File: config.mk
export PLATFORM = sky130hd
export DESIGN_NAME = stopwatch_ctrl_flat
export DESIGN_NICKNAME = d
export VERILOG_FILES = /design/src/rtl/stopwatch_pkg.sv /design/src/rtl/stopwatch_ctrl_if.sv /design/src/rtl/btn_debounce.sv /design/src/rtl/stopwatch_ctrl.sv /design/src/flat_wrapper.sv
export SDC_FILE = /design/constraint.sdc
export NUM_CORES = 1
export LEC_CHECK = 0
export CORE_MARGIN = 8
export CORE_UTILIZATION = 30
export CTS_CLUSTER_SIZE = 25
export DETAILED_ROUTE_END_ITERATION = 10
export SETUP_SLACK_MARGIN = 0.02
export SLEW_MARGIN = 25
export SYNTH_ARGS = -nofsm -noshare
export SYNTH_HDL_FRONTEND = slang
export SYNTH_SLANG_ARGS = --single-unit
File: constraint.sdc
create_clock -name clk -period 6.2 [get_ports clk]
set_clock_uncertainty 0.1 [all_clocks]
set_input_delay 1.24 -clock clk [delete_from_list [all_inputs] [get_ports clk]]
set_output_delay 1.24 -clock clk [all_outputs]
set_load 0.01 [all_outputs]
File: src/rtl/stopwatch_pkg.sv
// Shared definitions for the stopwatch controller.
//   state_e     : FSM state encoding (idle / run / pause)
//   DP_PATTERN  : active-low decimal-point pattern, point after hexa2 (SS.cc)
//   bcd_inc     : +1 on a packed 4-digit BCD value, 9999 wraps to 0000
package stopwatch_pkg;

  typedef enum logic [1:0] {
    StIdle  = 2'b00,
    StRun   = 2'b01,
    StPause = 2'b10
  } state_e;

  localparam logic [3:0] DP_PATTERN = 4'b1011;

  // Digit 0 lives in value[3:0]; a carry ripples upward only past a 9.
  function automatic logic [15:0] bcd_inc(input logic [15:0] value);
    logic [15:0] res;
    logic        carry;
    res   = value;
    carry = 1'b1;
    for (int i = 0; i < 4; i++) begin
      if (carry) begin
        if (res[i*4 +: 4] == 4'd9) begin
          res[i*4 +: 4] = 4'd0;
        end else begin
          res[i*4 +: 4] = res[i*4 +: 4] + 4'd1;
          carry         = 1'b0;
        end
      end
    end
    return res;
  endfunction

endpackage

File: src/rtl/stopwatch_ctrl_if.sv
// Button/display bundle of the stopwatch controller.
//   btn_ss, btn_clr : raw asynchronous buttons, active-high
//   hexa3..hexa0    : BCD digits, tens of seconds down to hundredths
//   dps             : per-digit decimal points, active-low
//   running         : high while the stopwatch is counting
// slave is the controller side, master the button/display side.
interface stopwatch_ctrl_if;

  logic       btn_ss;
  logic       btn_clr;
  logic [3:0] hexa3;
  logic [3:0] hexa2;
  logic [3:0] hexa1;
  logic [3:0] hexa0;
  logic [3:0] dps;
  logic       running;

  modport master (
    output btn_ss,
    output btn_clr,
    input  hexa3,
    input  hexa2,
    input  hexa1,
    input  hexa0,
    input  dps,
    input  running
  );

  modport slave (
    input  btn_ss,
    input  btn_clr,
    output hexa3,
    output hexa2,
    output hexa1,
    output hexa0,
    output dps,
    output running
  );

endinterface

File: src/rtl/btn_debounce.sv
// Button conditioner: 2-flop synchronizer, level debouncer, rising-edge pulse.
//   clk     : system clock
//   reset   : asynchronous active-low reset
//   btn_i   : raw asynchronous button level, active-high
//   press_o : one-cycle pulse when the debounced level goes 0 -> 1
// After reset the block stays disarmed until the button has been seen
// released for DB_CNT consecutive cycles, so a button held through reset
// release never turns into a press.
module btn_debounce #(
  parameter int unsigned DB_CNT = 1000000
) (
  input  logic clk,
  input  logic reset,
  input  logic btn_i,
  output logic press_o
);

  localparam int unsigned CntW = (DB_CNT > 1) ? $clog2(DB_CNT) : 1;
  localparam logic [CntW-1:0] CntLast = CntW'(DB_CNT - 1);

  logic            sync1_q, sync2_q;
  logic            stable_q, stable_d;
  logic            stable_prev_q;
  logic            armed_q, armed_d;
  logic [CntW-1:0] cnt_q, cnt_d;

  always_ff @(posedge clk or negedge reset) begin
    if (!reset) begin
      sync1_q       <= 1'b0;
      sync2_q       <= 1'b0;
      stable_q      <= 1'b0;
      stable_prev_q <= 1'b0;
      armed_q       <= 1'b0;
      cnt_q         <= '0;
    end else begin
      sync1_q       <= btn_i;
      sync2_q       <= sync1_q;
      stable_q      <= stable_d;
      stable_prev_q <= stable_q;
      armed_q       <= armed_d;
      cnt_q         <= cnt_d;
    end
  end

  always_comb begin
    stable_d = stable_q;
    armed_d  = armed_q;
    cnt_d    = cnt_q;
    if (!armed_q) begin
      // Both stages must read low: the synchronizer is still flushing its
      // reset value for the first cycles after release.
      if (sync1_q || sync2_q) begin
        cnt_d = '0;
      end else if (cnt_q == CntLast) begin
        cnt_d   = '0;
        armed_d = 1'b1;
      end else begin
        cnt_d = cnt_q + 1'b1;
      end
    end else if (sync2_q != stable_q) begin
      if (cnt_q == CntLast) begin
        stable_d = sync2_q;
        cnt_d    = '0;
      end else begin
        cnt_d = cnt_q + 1'b1;
      end
    end else begin
      cnt_d = '0;
    end
  end

  assign press_o = stable_q & ~stable_prev_q;

endmodule

File: src/rtl/stopwatch_ctrl.sv
// Stopwatch controller: start/stop and clear buttons drive an idle/run/pause
// FSM; a prescaler produces 0.01 s ticks that advance a 4-digit BCD count
// (00.00 .. 99.99, wrapping).
//   clk   : system clock
//   reset : asynchronous active-low reset
//   sw    : button inputs and display outputs (slave side)
// TICK_DIV is clk cycles per tick, DB_CNT the debounce length in cycles.
module stopwatch_ctrl
  import stopwatch_pkg::*;
#(
  parameter int unsigned TICK_DIV = 500000,
  parameter int unsigned DB_CNT   = 1000000
) (
  input  logic             clk,
  input  logic             reset,
  stopwatch_ctrl_if.slave  sw
);

  localparam int unsigned PrescW = (TICK_DIV > 1) ? $clog2(TICK_DIV) : 1;
  localparam logic [PrescW-1:0] PrescLast = PrescW'(TICK_DIV - 1);

  logic              ss_press, clr_press;
  state_e            state_q, state_d;
  logic [PrescW-1:0] presc_q, presc_d;
  logic [15:0]       bcd_q, bcd_d;

  btn_debounce #(
    .DB_CNT (DB_CNT)
  ) u_db_ss (
    .clk     (clk),
    .reset   (reset),
    .btn_i   (sw.btn_ss),
    .press_o (ss_press)
  );

  btn_debounce #(
    .DB_CNT (DB_CNT)
  ) u_db_clr (
    .clk     (clk),
    .reset   (reset),
    .btn_i   (sw.btn_clr),
    .press_o (clr_press)
  );

  always_ff @(posedge clk or negedge reset) begin
    if (!reset) begin
      state_q <= StIdle;
      presc_q <= '0;
      bcd_q   <= '0;
    end else begin
      state_q <= state_d;
      presc_q <= presc_d;
      bcd_q   <= bcd_d;
    end
  end

  always_comb begin
    state_d = state_q;
    presc_d = presc_q;
    bcd_d   = bcd_q;
    unique case (state_q)
      StIdle: begin
        if (ss_press) state_d = StRun;
      end
      StRun: begin
        if (ss_press) state_d = StPause;
        // The edge that enters PAUSE still counts; PAUSE then holds presc.
        if (presc_q == PrescLast) begin
          presc_d = '0;
          bcd_d   = bcd_inc(bcd_q);
        end else begin
          presc_d = presc_q + 1'b1;
        end
      end
      StPause: begin
        if (ss_press) state_d = StRun;
      end
      default: begin
        state_d = StIdle;
      end
    endcase
    // Clear overrides everything, including a simultaneous start/stop.
    if (clr_press) begin
      state_d = StIdle;
      presc_d = '0;
      bcd_d   = '0;
    end
  end

  assign sw.hexa3   = bcd_q[15:12];
  assign sw.hexa2   = bcd_q[11:8];
  assign sw.hexa1   = bcd_q[7:4];
  assign sw.hexa0   = bcd_q[3:0];
  assign sw.dps     = DP_PATTERN;
  assign sw.running = (state_q == StRun);

endmodule

File: src/flat_wrapper.sv
// flat-port wrapper written by rule: the top's interface ports become plain ports
module stopwatch_ctrl_flat import stopwatch_pkg::*;
#(
  parameter int unsigned TICK_DIV = 500000,
  parameter int unsigned DB_CNT   = 1000000
)
  (clk, reset, sw_btn_ss, sw_btn_clr, sw_hexa3, sw_hexa2, sw_hexa1, sw_hexa0, sw_dps, sw_running);
  stopwatch_ctrl_if sw_i ();
  input  logic clk;
  input  logic reset;
  input wire logic [$bits(sw_i.btn_ss)-1:0] sw_btn_ss;
  input wire logic [$bits(sw_i.btn_clr)-1:0] sw_btn_clr;
  output wire logic [$bits(sw_i.hexa3)-1:0] sw_hexa3;
  output wire logic [$bits(sw_i.hexa2)-1:0] sw_hexa2;
  output wire logic [$bits(sw_i.hexa1)-1:0] sw_hexa1;
  output wire logic [$bits(sw_i.hexa0)-1:0] sw_hexa0;
  output wire logic [$bits(sw_i.dps)-1:0] sw_dps;
  output wire logic [$bits(sw_i.running)-1:0] sw_running;
  assign sw_i.btn_ss = sw_btn_ss;
  assign sw_i.btn_clr = sw_btn_clr;
  assign sw_hexa3 = sw_i.hexa3;
  assign sw_hexa2 = sw_i.hexa2;
  assign sw_hexa1 = sw_i.hexa1;
  assign sw_hexa0 = sw_i.hexa0;
  assign sw_dps = sw_i.dps;
  assign sw_running = sw_i.running;
  stopwatch_ctrl #(.TICK_DIV(TICK_DIV), .DB_CNT(DB_CNT)) u_core (.clk(clk), .reset(reset), .sw(sw_i));
endmodule
==> results.cfg, run 1 <==
[detailed_routing]
route.detailed.drc = 0
first_pass_iters = 4
num_vias = 3184
ant_nets = 0
drt_iter0_markers = 169
viasPerCell = 4.79
wl_per_cell_um = 12.4
drt-total-wl_um = 8240

[logic_synthesis]
ys_seq_area_share_pct = 50.3
synthTopCellsByArea = dfrtp_1 (50%), nor2_1 (6.9%), xor2_1 (5.7%)
syn-cell-area_um2 = 4330
synthArstFlopShare_pct = 100
synth-edff-count = 0
yosys_warnings = 0
synth_common_cells = dfrtp_1 (87), nor2_1 (80), nand2_1 (40)
synth_top_area_share_pct = 50.3
ys_ff_latch = 87
syn_area_per_cell_um2 = 9.52
synthFlopType = dfrtp_1
ys_types = 43
synthCells = 455
synth_top_cell_by_area = dfrtp_1
yosys.cell_count.top_type = dfrtp_1

[clock_network]
hold_buffers = 0
cts_root_buf = clkbuf_16
cts_tree = built
cts-resized-gates = 0
cts_max_level = 3
worstSkewPairLatency_ns = 0.34
numCtsBuffers = 9
cts_sinks = 87
cts.path.max_buffers = 2
clkTransAtPathRegs_ns = 0.06
post_cts_buffers = 0

[power]
intPower_mw = 1.02
power_switching_share_pct = 19.0
p_clk_share_pct = 52.8
sequentialPowerShare_pct = 45.5
p_per_area_nw_per_um2 = 248
vdd_drop_max_v = 0.000110
combPwrFrac_pct = 1.7
power_mw = 1.26
cellLeakagePower_nw = 2.15
p_sw_uw = 239

[place]
dpl-instance-area_um2 = 4710
post-dp-hpwl_um = 5540
gp_congestion = 0.792
io_buffers = 20

[floorplan]
num_rows = 44
die_height_um = 136
start_util_pct = 30.3
die_width_um = 136
core_um2 = 14300
io_pins = 25
die_area_um2 = 18500

[critical_path]
worstPathMaxFanout = 10
slowest_stage = clkdlybuf4s50_1
regToRegStartpoint = u_core.presc_q[14]
rrSetupSlack_ns = 3.76
path_cells = nand2b_1 -> inv_2 -> clkdlybuf4s50_1
rr_endpoint = u_core.bcd_q[15]
path_class = flip-flop to primary output
worst-r2r-cell-count = 5
crit_path_end_kind = primary output
slowest_delay_ns = 0.57
cp-start-kind = flip-flop
cp.arrival_ns = 1.78
critPathRequiredTime_ns = 4.86

[min_path]
min_path_type = flip-flop to flip-flop
worstHoldEndpoint = u_core.u_db_clr.sync2_q
min_from = u_core.u_db_clr.sync1_q
worstHoldPathCells = 0

[layout]
fin_area_um2 = 5080
drive_gt1_share_pct = 6.03
final_util_pct = 35.5
n_antenna_cell = 0
area_growth_pct = 17.4
final_nets = 491

[timing]
finalHoldViolCount = 0
layout_min_cycle_time_ns = 3.12
tightest_slew_ns = 0.714
rsz0062_at_grt = no
post-route-period-util_pct = 50.2
tns_ns = 0
slew_headroom_pct = 52.4
setup_viol = 0
fmax_mhz = 321
slew_violations = 0

[global_route]
grt_max_degree = 58
grt_pass1_vias = 3136
antenna_found_initial = 0
grt_use_total_pct = 9.41
gr-total-overflow = 0
grt_pass1_wl_um = 14500

[job]
max_cap_viol_count = 0

[outcome]
status = finished clean
worst max path at each step:
stage                                   from                to  slack [ns]  depth (start not counted)
after global placement     u_core.state_q[1]        sw_running        3.45                          3
after detailed placement   u_core.state_q[1]        sw_running        3.43                          3
after floorplan           u_core.presc_q[14]  u_core.bcd_q[15]        4.00                          5
final                      u_core.state_q[1]        sw_running        3.08                          3
after CTS                  u_core.state_q[1]        sw_running        3.06                          3
after global routing       u_core.state_q[1]        sw_running        2.97                          3
final cells by class:
class	count	area, um2
inverters	12	45.0
well taps	184	230
multi-input cells	344	2050
clock buffers	11	243
fillers	1410	9230
repair buffers	22	213
clock inverters	5	129
flip-flops and latches	87	2180
worst max-delay path, delay by kind of cell (launching register included):
kind                   cells  cell delay (ns)
buffers and inverters      2             0.79
DFF                        1             0.37
and+or+nand+nor            1             0.29
cells in the final DEF, fill, tap and decap left out, types with 3 or more instances in the layout:
cell type / n
bufinv_16: 4
dfrtp_1: 87
nor2b_1: 3
clkdlybuf4s50_1: 19
xnor2_1: 24
ha_1: 11
clkbuf_16: 9
o21ai_0: 7
nor3_1: 11
nor4b_1: 5
or2_2: 5
nand2_1: 40
a21oi_1: 21
nand4_1: 14
buf_4: 3
and3_1: 10
xor2_1: 28
or3_1: 11
conb_1: 4
and4_1: 5
inv_1: 11
nand3_1: 31
nand2b_1: 4
nor2_1: 80
or4_1: 4
logic make-up after synthesis:
family	Yosys count	share of synthesized area, %
and+or+nand+nor	236	27.4
adders and majority gates	11	3.18
muxes	4	0.982
buffers and inverters	26	2.63
other	2	0.173
DFF	87	50.3
xor gates and xnor gates	52	10.5
AOI/OAI and AO/OA	37	4.83
through the flow:
stage	hold WS [ns]	instances	setup slack [ns]
2_1_floorplan	0.276	457	4.00
3_3_place_gp	0.318	649	3.45
3_5_place_dp	0.322	649	3.43
4_1_cts	0.340	665	3.06
5_1_grt	0.366	665	2.97
6_report	0.340	665	3.08
metal layers:
layer | GRT usage, % | routed length (um) | share of wire [%] | up-vias
li1 | - | - | - | 1589
met4 | 2.93 | 103 | 1.3 | 0
met5 | 0 | 0 | 0 | -
met2 | 14.9 | 3720 | 45 | 41
met1 | 12.2 | 4100 | 50 | 1546
met3 | 2.51 | 313 | 3.8 | 8
registers in the layout, indices dropped and copies added, names as in the netlist:
register,flops
u_core.u_db_ss.sync1_q,1
u_core.bcd_q,16
u_core.u_db_clr.sync2_q,1
u_core.u_db_clr.sync1_q,1
u_core.u_db_clr.stable_q,1
u_core.u_db_ss.stable_q,1
u_core.u_db_clr.armed_q,1
u_core.presc_q,19
u_core.u_db_clr.cnt_q,20
u_core.u_db_ss.cnt_q,20
u_core.u_db_ss.stable_prev_q,1
u_core.state_q,2
u_core.u_db_ss.sync2_q,1
u_core.u_db_ss.armed_q,1
u_core.u_db_clr.stable_prev_q,1
power groups by stage:
stage                     clock (mW)  sequential [mW]  combinational (mW)
after global placement             0            0.583              0.0222
after detailed placement           0            0.583              0.0227
after CTS                      0.685            0.573              0.0227
final                          0.665            0.573              0.0215
after floorplan                    0            0.583             0.00953
after global routing           0.708            0.573              0.0259
(Power assumes the default switching activity.)
==> run 2, diff against run 1 <==
==> constraint.sdc (replaced) <==
create_clock -name clk -period 2.7 [get_ports clk]
set_clock_uncertainty 0.1 [all_clocks]
set_input_delay 0.54 -clock clk [delete_from_list [all_inputs] [get_ports clk]]
set_output_delay 0.54 -clock clk [all_outputs]
set_load 0.01 [all_outputs]
==> run 2 against run 1 <==
  * Non-clock buffer count grew 4
  * Sequential power grew 130%
  * Routed wire length grew 2.5%
  * Global-route usage grew 0.19 points
  * Cell count grew 0.60%
  * Sequential share of layout area grew 0.11 points
  * Sequential cell count is the same
  * Utilization shrank 0.087 points
  * Count of clock-buffer cells in the layout is the same
  * Design area shrank 0.25%
  * Highest routed layer unchanged
==> results.cfg, run 2 (same netlist as run 1, synthesis figures left out) <==
[outcome]
status = finished clean

[power]
vdd_drop_max_v = 0.000323
cellLeakagePower_nw = 2.14
power_mw = 2.68
p_per_area_nw_per_um2 = 529

[detailed_routing]
drt-total-wl_um = 8450
drt_iter0_markers = 187
viasPerCell = 4.81
wl_per_cell_um = 12.6
first_pass_iters = 4
num_vias = 3221
route.detailed.drc = 0
ant_nets = 0

[critical_path]
cp-start-kind = flip-flop
cpMostUsedCell = and4_1
rr_endpoint = u_core.bcd_q[10]
crit_family = simple AND/OR/NAND/NOR gates
regToRegStartpoint = u_core.presc_q[0]
rrSetupSlack_ns = 0.34
slowest_delay_ns = 0.46
path_cells = ha_1 -> and4_1 -> and4_1 -> nand4_2 -> or4_1 -> a21oi_1
critPathRequiredTime_ns = 2.87
slowest_stage = or4_1
worst-r2r-cell-count = 6
crit_path_end_kind = flip-flop
cp_num_buf_inv = 0
cp.arrival_ns = 2.53
worstPathMaxFanout = 9
path_class = flip-flop to flip-flop

[floorplan]
die_height_um = 136
die_width_um = 136
start_util_pct = 30.3
num_rows = 44
io_pins = 25
die_area_um2 = 18500
core_um2 = 14300

[global_route]
grt_pass1_wl_um = 14700
grt_busiest_layer = met2
gr-total-overflow = 0
globalRouteMet2Util_pct = 15.2
grt_use_total_pct = 9.60
met3_usage_pct = 3.18
grt_pass1_vias = 3231
grt_max_degree = 69
antenna_found_initial = 0
grt_use_met1_pct = 12.2

[layout]
final_cell_mix = dfrtp_1 (87), nor2_1 (80), nand2_1 (40)
n_fill_cell = 1464
reg_top3 = u_core.u_db_clr.cnt_q: 20 flops, u_core.u_db_ss.cnt_q: 20 flops, u_core.presc_q: 19 flops
n_antenna_cell = 0
layout_commonest_cell = dfrtp_1
area_growth_pct = 17.1
stdcell_count = 669
final_nets = 495
drive_gt1_share_pct = 6.39

[clock_network]
cts.path.max_buffers = 2
cts_root_buf = clkbuf_16
cts_sinks = 87
cts_tree = built
worstSkewPairLatency_ns = 0.34
cts_max_level = 3
clkTransAtPathRegs_ns = 0.06
post_cts_buffers = 0
numCtsBuffers = 9
cts-resized-gates = 0

[job]
max_cap_viol_count = 0

[timing]
layout_min_cycle_time_ns = 2.36
setup_viol = 0
slew_violations = 0
slew_headroom_pct = 60.6
holdWs_ns = 0.324
post-route-period-util_pct = 87.5
finalHoldViolCount = 0
tns_ns = 0
fmax_mhz = 424
tightest_slew_ns = 0.588
rsz0062_at_grt = no

[place]
io_buffers = 20
dp_cells = 652
post-dp-hpwl_um = 5850
gp_congestion = 0.757

[min_path]
min_from = u_core.u_db_clr.sync1_q
worstHoldEndpoint = u_core.u_db_clr.sync2_q
min_path_type = flip-flop to flip-flop
worstHoldPathCells = 0
run 2: worst reg2reg max path: cells and delay by family (launching register included):
| family | cells | cell delay, ns |
|---|---|---|
| AOI/OAI and AO/OA | 1 | 0.15 |
| adders and majority gates | 1 | 0.21 |
| DFF | 1 | 0.40 |
| and+or+nand+nor | 4 | 1.43 |
run 2: worst max-delay path by stage:
stage | cells after the start | from | slack, ns | end
finish | 6 | u_core.presc_q[0] | 0.34 | u_core.bcd_q[10]
global route | 6 | u_core.presc_q[0] | 0.16 | u_core.bcd_q[12]
floorplan | 5 | u_core.presc_q[14] | 0.50 | u_core.bcd_q[15]
global placement | 6 | u_core.presc_q[0] | 0.47 | u_core.bcd_q[15]
detailed placement | 6 | u_core.presc_q[0] | 0.34 | u_core.bcd_q[15]
CTS | 6 | u_core.presc_q[0] | 0.35 | u_core.bcd_q[10]
run 2: cell type report:
cell class              count  area [um2]  area share (%)
clock inverters             5        81.3            1.60
clock buffers              11         233            4.59
multi-input cells         344        2050            40.4
repair buffers             26         258            5.08
well taps                 184         230            4.54
flip-flops and latches     87        2180            42.9
inverters                  12        45.0           0.888
run 2: stage by stage:
stage	instance area [um2]	worst slack, ns	utilization [%]
5_1_grt	5070	0.163	35.4
3_5_place_dp	4750	0.345	33.2
4_1_cts	5070	0.349	35.4
3_3_place_gp	4750	0.475	33.2
6_report	5070	0.339	35.4
2_1_floorplan	4340	0.504	-
run 2: routing by layer:
metal / wire length (um) / part of all wire [%]
met1: 4110 / 49
met2: 3890 / 46
met3: 340 / 4.0
met4: 106 / 1.3
met5: 0 / 0
run 2: repair_timing:
action | 4_1_cts | 5_1_grt
setup endpoints to repair | 0 | 0
hold buffers | 1 | 0
hold endpoints to repair | 19 | 0
run 2: where the power goes:
group	internal (mW)	switching [mW]	leakage (nW)	total (mW)
combinational	0.0123	0.0407	0.784	0.0530
clock	0.813	0.503	0.150	1.32
sequential	1.31	0.00621	1.20	1.32
total	2.13	0.549	2.14	2.68
